$ cat src/rtl/dmem_arbiter.sv
// -----------------------------------------------------------------------------
// dmem_arbiter
//   Shares one single-port data memory between two requesters using a
//   round-robin arbiter and a three-state sequencer (IDLE -> ACCESS -> RESP).
//   A granted transaction is latched at grant. The memory strobe is driven for
//   exactly one cycle (ACCESS). One cycle later (RESP) the granted port sees a
//   one-cycle ack with registered err/rdata. Out-of-range word addresses never
//   touch memory and complete with err=1, rdata=0.
//
// Ports
//   clk                    clock, all state on rising edge
//   reset                  asynchronous active-low reset
//   pN_req/we/addr/wdata   requester N transaction (held until ack)
//   pN_ack/err/rdata       requester N completion (err/rdata qualified by ack)
//   mem_read/mem_write     memory strobes (one cycle per in-range transaction)
//   mem_addr/mem_wdata     memory address / write data
//   mem_rdata              combinational memory read data
//   busy                   1 whenever the sequencer is not IDLE
// -----------------------------------------------------------------------------
module dmem_arbiter #(
    parameter int DEPTH  = 64,
    parameter int ADDR_W = 32
) (
    input  logic              clk,
    input  logic              reset,
    input  logic              p0_req,
    input  logic              p0_we,
    input  logic [ADDR_W-1:0] p0_addr,
    input  logic [31:0]       p0_wdata,
    output logic              p0_ack,
    output logic              p0_err,
    output logic [31:0]       p0_rdata,
    input  logic              p1_req,
    input  logic              p1_we,
    input  logic [ADDR_W-1:0] p1_addr,
    input  logic [31:0]       p1_wdata,
    output logic              p1_ack,
    output logic              p1_err,
    output logic [31:0]       p1_rdata,
    output logic              mem_read,
    output logic              mem_write,
    output logic [ADDR_W-1:0] mem_addr,
    output logic [31:0]       mem_wdata,
    input  logic [31:0]       mem_rdata,
    output logic              busy
);

    typedef enum logic [1:0] {
        ST_IDLE   = 2'd0,
        ST_ACCESS = 2'd1,
        ST_RESP   = 2'd2
    } state_t;

    state_t              state_q,     state_d;
    logic                last_gnt_q,  last_gnt_d;
    logic                gnt_q,       gnt_d;
    logic                err_lat_q,   err_lat_d;
    logic                mem_read_q,  mem_read_d;
    logic                mem_write_q, mem_write_d;
    logic [ADDR_W-1:0]   mem_addr_q,  mem_addr_d;
    logic [31:0]         mem_wdata_q, mem_wdata_d;
    logic                p0_ack_q,    p0_ack_d;
    logic                p1_ack_q,    p1_ack_d;
    logic                p0_err_q,    p0_err_d;
    logic                p1_err_q,    p1_err_d;
    logic [31:0]         p0_rdata_q,  p0_rdata_d;
    logic [31:0]         p1_rdata_q,  p1_rdata_d;
    logic                busy_q,      busy_d;

    logic                win_s;
    logic                sel_we_s;
    logic [ADDR_W-1:0]   sel_addr_s;
    logic [31:0]         sel_wdata_s;
    logic                in_range_s;
    logic [31:0]         cap_rdata_s;

    // Round-robin winner selection and the winner's request fields.
    always_comb begin
        win_s = 1'b0;
        if (p0_req && p1_req) begin
            // Tie: the port that did not win last time goes first.
            win_s = ~last_gnt_q;
        end else if (p1_req) begin
            win_s = 1'b1;
        end else begin
            win_s = 1'b0;
        end
        sel_we_s    = win_s ? p1_we    : p0_we;
        sel_addr_s  = win_s ? p1_addr  : p0_addr;
        sel_wdata_s = win_s ? p1_wdata : p0_wdata;
        in_range_s  = (sel_addr_s < ADDR_W'(DEPTH));
        // Only a real read returns memory data; writes and errors return zero.
        cap_rdata_s = mem_read_q ? mem_rdata : 32'h0000_0000;
    end

    // Sequencer next-state and registered-output next values.
    always_comb begin
        state_d     = state_q;
        last_gnt_d  = last_gnt_q;
        gnt_d       = gnt_q;
        err_lat_d   = err_lat_q;
        mem_read_d  = 1'b0;
        mem_write_d = 1'b0;
        mem_addr_d  = mem_addr_q;
        mem_wdata_d = mem_wdata_q;
        p0_ack_d    = 1'b0;
        p1_ack_d    = 1'b0;
        p0_err_d    = p0_err_q;
        p1_err_d    = p1_err_q;
        p0_rdata_d  = p0_rdata_q;
        p1_rdata_d  = p1_rdata_q;

        case (state_q)
            ST_IDLE: begin
                if (p0_req || p1_req) begin
                    gnt_d       = win_s;
                    last_gnt_d  = win_s;
                    mem_addr_d  = sel_addr_s;
                    mem_wdata_d = sel_wdata_s;
                    // Strobes are registered here so they are high during ACCESS only.
                    mem_write_d = in_range_s & sel_we_s;
                    mem_read_d  = in_range_s & ~sel_we_s;
                    err_lat_d   = ~in_range_s;
                    state_d     = ST_ACCESS;
                end else begin
                    state_d     = ST_IDLE;
                end
            end
            ST_ACCESS: begin
                if (gnt_q) begin
                    p1_rdata_d = cap_rdata_s;
                    p1_err_d   = err_lat_q;
                    p1_ack_d   = 1'b1;
                end else begin
                    p0_rdata_d = cap_rdata_s;
                    p0_err_d   = err_lat_q;
                    p0_ack_d   = 1'b1;
                end
                state_d = ST_RESP;
            end
            ST_RESP: begin
                state_d = ST_IDLE;
            end
            default: begin
                state_d = ST_IDLE;
            end
        endcase

        busy_d = (state_d != ST_IDLE);
    end

    // State and output registers; reset aborts any transaction in flight.
    always_ff @(posedge clk or negedge reset) begin
        if (!reset) begin
            state_q     <= ST_IDLE;
            last_gnt_q  <= 1'b1;
            gnt_q       <= 1'b0;
            err_lat_q   <= 1'b0;
            mem_read_q  <= 1'b0;
            mem_write_q <= 1'b0;
            mem_addr_q  <= {ADDR_W{1'b0}};
            mem_wdata_q <= 32'h0000_0000;
            p0_ack_q    <= 1'b0;
            p1_ack_q    <= 1'b0;
            p0_err_q    <= 1'b0;
            p1_err_q    <= 1'b0;
            p0_rdata_q  <= 32'h0000_0000;
            p1_rdata_q  <= 32'h0000_0000;
            busy_q      <= 1'b0;
        end else begin
            state_q     <= state_d;
            last_gnt_q  <= last_gnt_d;
            gnt_q       <= gnt_d;
            err_lat_q   <= err_lat_d;
            mem_read_q  <= mem_read_d;
            mem_write_q <= mem_write_d;
            mem_addr_q  <= mem_addr_d;
            mem_wdata_q <= mem_wdata_d;
            p0_ack_q    <= p0_ack_d;
            p1_ack_q    <= p1_ack_d;
            p0_err_q    <= p0_err_d;
            p1_err_q    <= p1_err_d;
            p0_rdata_q  <= p0_rdata_d;
            p1_rdata_q  <= p1_rdata_d;
            busy_q      <= busy_d;
        end
    end

    assign p0_ack    = p0_ack_q;
    assign p1_ack    = p1_ack_q;
    assign p0_err    = p0_err_q;
    assign p1_err    = p1_err_q;
    assign p0_rdata  = p0_rdata_q;
    assign p1_rdata  = p1_rdata_q;
    assign mem_read  = mem_read_q;
    assign mem_write = mem_write_q;
    assign mem_addr  = mem_addr_q;
    assign mem_wdata = mem_wdata_q;
    assign busy      = busy_q;

endmodule

$ cat config.mk
export PLATFORM = sky130hd
export DESIGN_NAME = dmem_arbiter
export DESIGN_NICKNAME = d
export VERILOG_FILES = /design/src/rtl/dmem_arbiter.sv
export SDC_FILE = /design/constraint.sdc
export NUM_CORES = 1
export LEC_CHECK = 0
export CAP_MARGIN = 30
export CORE_MARGIN = 2
export CORE_UTILIZATION = 43
export DETAILED_ROUTE_END_ITERATION = 7
export PLACE_DENSITY = 0.84
export SLEW_MARGIN = 20
export SYNTH_ARGS = -nofsm -noshare
export SYNTH_HDL_FRONTEND = slang
export SYNTH_SLANG_ARGS = --single-unit
$ cat constraint.sdc
create_clock -name clk -period 2.6 [get_ports clk]
set_input_delay 0.26 -clock clk [delete_from_list [all_inputs] [get_ports clk]]
set_output_delay 0.26 -clock clk [all_outputs]
set_load 0.005 [all_outputs]
==> results_dict.tcl, run 1 <==
set metrics [dict create \
    synth_largest_area_cell "dfrtp_1" \
    drtAntennaViolNets 0 \
    antenna_found_initial 0 \
    cp_top_family "buffers and inverters" \
    cap_violations 0 \
    crit_buf_inv 2 \
    yosysWarnings 0 \
    total_power_w 0.00849 \
    synthDominantCellAreaShare 0.593 \
    die_area_um2 14600 \
    clk_latency_ns 0.41 \
    cts-root-buf "clkbuf_16" \
    place.gp.congestion 0.831 \
    fp.dieW_um 121 \
    overflow 0 \
    finalNetCount 1039 \
    utilization 0.723 \
    vias 5391 \
    grt_max_degree 86 \
    min_period_over_period 0.727 \
    ys_types 26 \
    cellPowerDensity_nw_per_um2 883 \
    grt_pass1_vias 5596 \
    avgSynthCellArea_um2 10.1 \
    ys_top_cells_by_count "172 x nand2_1, 139 x dfrtp_1, 98 x o21ai_0" \
    synthArstFlopShare 1.00 \
    avgViaCountPerCell 5.08 \
    core_area_um2 13300 \
    post_cts_resized 0 \
    yosysMostFrequentCell "nand2_1" \
    grt_pass1_wl_um 28500 \
    clock_skew_ns 0.00702 \
    synth_edf_count 0 \
    crit_type "reg2out" \
    slowest_stage "clkdlybuf4s50_1" \
    ys_seq_area_frac 0.597 \
    route.detailed.drc 0 \
    cts_htree_levels 4 \
    chipHeight_um 121 \
    post-route-min-period_ns 1.89 \
    finalSetupViolations 0 \
    synthCells 581 \
    required_ns 2.34 \
    ioPinCount 301 \
    peakVddDrop_uv 468 \
    leakage_nw 4.09 \
    routedWlPerCell_um 17.2 \
    postCtsSetupRepairBufs 0 \
    cts.sinks 140 \
    drive_gt1_frac 0.0565 \
    clockBufferDepth 2 \
    cpPeakStageDelay_ns 0.57 \
    max-slew-margin-rel 0.588 \
    cp_max_fo 33 \
    synth_seq_cells 140 \
    drtPass1Iterations 4 \
    hpwlAfterDp_um 13700 \
    finalHoldViolations 0 \
    ys.flop_type "dfrtp_1" \
    cts_tree "yes" \
    first_iter_violations 337 \
    cts_buffers 17 \
    clkTransAtPathRegs_ns 0.06 \
    worst_hold_path_type "in2async" \
    syn_to_final_growth_pct 63.9 \
    syn_nets 747 \
    clock.fmax_ghz 0.529 \
    routed_wl_um 18200 \
    startpoint_type "flip-flop" \
    outcome "finished, final reports clean" \
    synthTopCellsByArea "dfrtp_1 59%, nand2_1 11%, mux2i_1 11%" \
    worstSetupEndpointType "output port" \
    grt_use_total 0.255 \
    rsz0062_at_grt "false" \
    initial_core_util 0.441 \
    setup_tns_ns 0 \
    worst_slew_pin_slew_ns 0.612 \
    drv_slew 0 \
    crit_chain "buf_4 > clkdlybuf4s50_1" \
    cp_data_arrival_time_ns 1.63 \
    io_buffers 300 \
    syn-cell-area_um2 5870 \
    std_cell_rows 42 \
]
[layout make-up]
cell class,instances,area [um2]
inverters,3,11.3
fillers,938,3680
well taps,176,220
multi-input cells,399,2160
clock buffers,18,439
flip-flops and latches,140,3500
clock inverters,13,141
diodes,1,2.50
repair buffers,312,3130
[path summary, 6_finish.rpt]
path | from | endpoint | slack [ns] | cells past startpoint
worst max register to register | state_q[0] | p0_rdata[20] | 0.86 | 5
worst max-delay path | mem_read | mem_read | 0.71 | 2
worst min register to register | state_q[1] | busy | 0.46 | 1
max in group asynchronous | reset | last_gnt_q | 1.44 | 3
worst min-delay path | reset | p0_rdata[15] | 0.42 | 2
min in group clk | mem_rdata[6] | p1_rdata[6] | 0.44 | 3
[where the power goes]
| group | total, W | switching (W) | internal (W) |
|---|---|---|---|
| registers | 0.00316 | 0.000354 | 0.00280 |
| logic | 0.00297 | 0.00134 | 0.00162 |
| clock network | 0.00237 | 0.000929 | 0.00144 |
[metrics by stage]
| stage | area [um2] | hold WS [ns] | setup slack [ns] | instances |
|---|---|---|---|---|
| 6_report | 9620 | 0.415 | 0.709 | 1062 |
| 3_3_place_gp | 9020 | 0.283 | 0.508 | 1029 |
| 5_1_grt | 9620 | 0.434 | 0.620 | 1061 |
| 4_1_cts | 9620 | 0.419 | 0.691 | 1061 |
| 2_1_floorplan | 5870 | -0.0356 | 1.20 | 581 |
| 3_5_place_dp | 9020 | 0.293 | 0.440 | 1029 |
[timing repair]
| item | in CTS | in global routing |
|---|---|---|
| hold endpoints to repair | 64 | 0 |
| endpoints found under the setup margin | 0 | 0 |
| hold buffers | 1 | 0 |
[routing by layer]
metal  vias to the layer above  track usage  wire, um
li1                       2553            -         -
met1                      2558        0.284      6790
met2                       244        0.448      9400
met3                        36       0.0811      1510
met4                         0        0.105       525
met5                         -            0         0
[sequential cells by signal (all words and copies together), names as in the netlist, 2 cells and up]
| register | count |
|---|---|
| state_q | 2 |
| mem_addr | 32 |
| mem_wdata | 32 |
| p1_rdata | 32 |
| p0_rdata | 32 |
[cells in the final DEF, fill, tap and decap left out, types with 5 or more instances in the layout]
master             n
o21ai_1           31
clkbuf_16         17
nand2_1          171
nor4_1            12
o21ai_0           98
clkdlybuf4s50_1  299
mux2i_1           64
dfrtp_1          139
buf_4              8
nor2_1             5
[cells by family (layout without fill, tap and decap cells)]
kind of cell	after synthesis	in the layout	share of synthesized area
and+or+nand+nor	200	200	0.138
muxes	65	65	0.111
other	0	1	0
buffers and inverters	42	346	0.0369
AOI/OAI and AO/OA	134	134	0.117
DFF	140	140	0.597
Note: power is estimated with default switching activity, not from simulation.
==> inputs of run 2 (changes only) <==
- CORE_UTILIZATION: 43 -> 36
- PLACE_DENSITY: 0.84 -> 0.75
- clock period: 2.6 -> 1.61 ns (I/O delays scaled with it)
==> run 2 against run 1 <==
  * Critical path depth is 4 higher
  * Core utilization is 9.4 points lower
  * Die area is 19% higher
  * Clock skew is 0.0046 ns higher
  * Count of clock-buffer cells in the layout is 2 higher
  * Critical path type is now reg2reg
  * Critical endpoint is now err_lat_q
  * Largest cell class unchanged
  * Highest routed layer unchanged
==> results_dict.tcl, run 2 (synthesis results as in run 1) <==
set metrics [dict create \
    cp_data_arrival_time_ns 1.81 \
    core_area_um2 15900 \
    clkTransAtPathRegs_ns 0.06 \
    cts_tree "yes" \
    slowest_stage "dfstp_2" \
    ioPinCount 301 \
    finalSetupViolations 0 \
    avgViaCountPerCell 4.68 \
    dp.cells 1101 \
    cts.sinks 140 \
    peakVddDrop_uv 685 \
    post-route-min-period_ns 1.51 \
    clockBufferDepth 2 \
    crit_type "reg2reg" \
    grtUsageMet1 0.237 \
    rsz0062_at_grt "false" \
    drtPass1Iterations 4 \
    layout_common_cells "299 x clkdlybuf4s50_1, 171 x nand2_1, 139 x dfrtp_1, 98 x o21ai_0, 64 x mux2i_1" \
    cp_max_fo 11 \
    fp.dieW_um 132 \
    vias 5301 \
    leakage_nw 4.28 \
    rr_startpoint "last_gnt_q" \
    overflow 0 \
    first_iter_violations 167 \
    finalHoldViolations 0 \
    cap_violations 0 \
    p_int_w 0.00965 \
    grt_pass1_vias 5435 \
    max-slew-margin-rel 0.692 \
    drtAntennaViolNets 0 \
    cts-root-buf "clkbuf_16" \
    fin_ws_ns 0.0963 \
    crit_chain "a21boi_4 > buf_12 > nor3_1 > buf_4 > o21ai_1 > o21a_1" \
    place.gp.congestion 0.781 \
    worst_hold_path_type "in2async" \
    reg2reg_depth 6 \
    std_cell_rows 46 \
    r2r_setup_slack_ns 0.1 \
    worst_slew_pin_slew_ns 0.462 \
    setup_tns_ns 0 \
    share_comb_of_total_power 0.369 \
    grt_pass1_wl_um 28300 \
    cts_htree_levels 4 \
    grt_use_total 0.204 \
    clock_skew_ns 0.0116 \
    diodes 0 \
    drive_gt1_frac 0.0872 \
    switchingPower_w 0.00428 \
    die_area_um2 17300 \
    routedWlPerCell_um 15.2 \
    hpwlAfterDp_um 13200 \
    p_seq_frac 0.365 \
    total_power_w 0.0139 \
    grt_use_met2 0.355 \
    clk_latency_ns 0.41 \
    io_buffers 300 \
    startpoint_type "flip-flop" \
    dpl_cell_area_um2 9440 \
    initial_core_util 0.369 \
    outcome "finished, final reports clean" \
    final_common_cell "clkdlybuf4s50_1" \
    grt_util_met3 0.0725 \
    grt_max_degree 58 \
    grt.busiest_layer "met2" \
    r2r-end "err_lat_q" \
    dp_slack_ns -0.204 \
    route.detailed.drc 0 \
    routed_wl_um 17200 \
    fin_cells 1133 \
    clock.fmax_ghz 0.661 \
    postCtsSetupRepairBufs 0 \
    finalNetCount 1070 \
    chipHeight_um 132 \
    post-route-cell-area_um2 10000 \
    drv_slew 0 \
    antenna_found_initial 0 \
    cellPowerDensity_nw_per_um2 1390 \
    cts_buffers 17 \
    worstSetupEndpointType "flip-flop" \
    syn_to_final_growth_pct 70.5 \
    pwr-share-clk 0.266 \
    crit_buf_inv 2 \
    min_period_over_period 0.940 \
    cpPeakStageDelay_ns 0.56 \
    p_sw_frac 0.307 \
    required_ns 1.90 \
    cp_top_family "flip-flops" \
]
## run 2: changes by cell type in the layout (fill, tap and decap cells not counted), sizes merged
cell / previous run / this run
bufinv: 2 / 1
diode: 1 / 0
buf: 12 / 43
clkbuf: 18 / 20
## run 2: routing by layer
| metal | part of all wire | vias to the layer above |
|---|---|---|
| met4 | 0.012 | 0 |
| met2 | 0.50 | 207 |
| met5 | 0 | - |
| met3 | 0.086 | 16 |
| met1 | 0.40 | 2463 |
| li1 | - | 2615 |
## run 2: area by class of cell
| type | instances | area, um2 |
|---|---|---|
| Clock buffer | 20 | 447 |
| Clock inverter | 12 | 115 |
| Tap cell | 216 | 270 |
| Timing Repair Buffer | 343 | 3490 |
| Inverter | 3 | 11.3 |
| Fill cell | 1340 | 5880 |
| Multi-Input combinational cell | 399 | 2160 |
| Sequential cell | 140 | 3500 |
## run 2: power by group through the flow
stage / Combinational, W / Sequential, W / Clock (W)
floorplan: 0.00188 / 0.00514 / 0
global placement: 0.00516 / 0.00509 / 0
detailed placement: 0.00522 / 0.00513 / 0
CTS: 0.00524 / 0.00509 / 0.00379
global route: 0.00563 / 0.00520 / 0.00393
finish: 0.00514 / 0.00508 / 0.00371
## run 2: what timing repair did
action                                 CTS  global route
hold buffers                             1             0
endpoints found under the hold margin   38             0
setup endpoints to repair                0             2
resized for setup                        0             0
## run 2: worst max-delay path by stage
| stage | start | end | cells past startpoint |
|---|---|---|---|
| after floorplan | state_q[1] | mem_addr[5] | 6 |
| after global placement | p1_addr[17] | mem_read | 6 |
| after detailed placement | p0_addr[10] | err_lat_q | 7 |
| after CTS | mem_read | mem_read | 1 |
| after global routing | last_gnt_q | mem_write | 6 |
| final | last_gnt_q | err_lat_q | 6 |
## run 2: stage by stage
step	hold slack, ns	utilization
after floorplan	-0.135	-
after global placement	0.130	0.594
after detailed placement	0.132	0.594
after CTS	0.260	0.630
after global routing	0.300	0.630
final	0.267	0.630
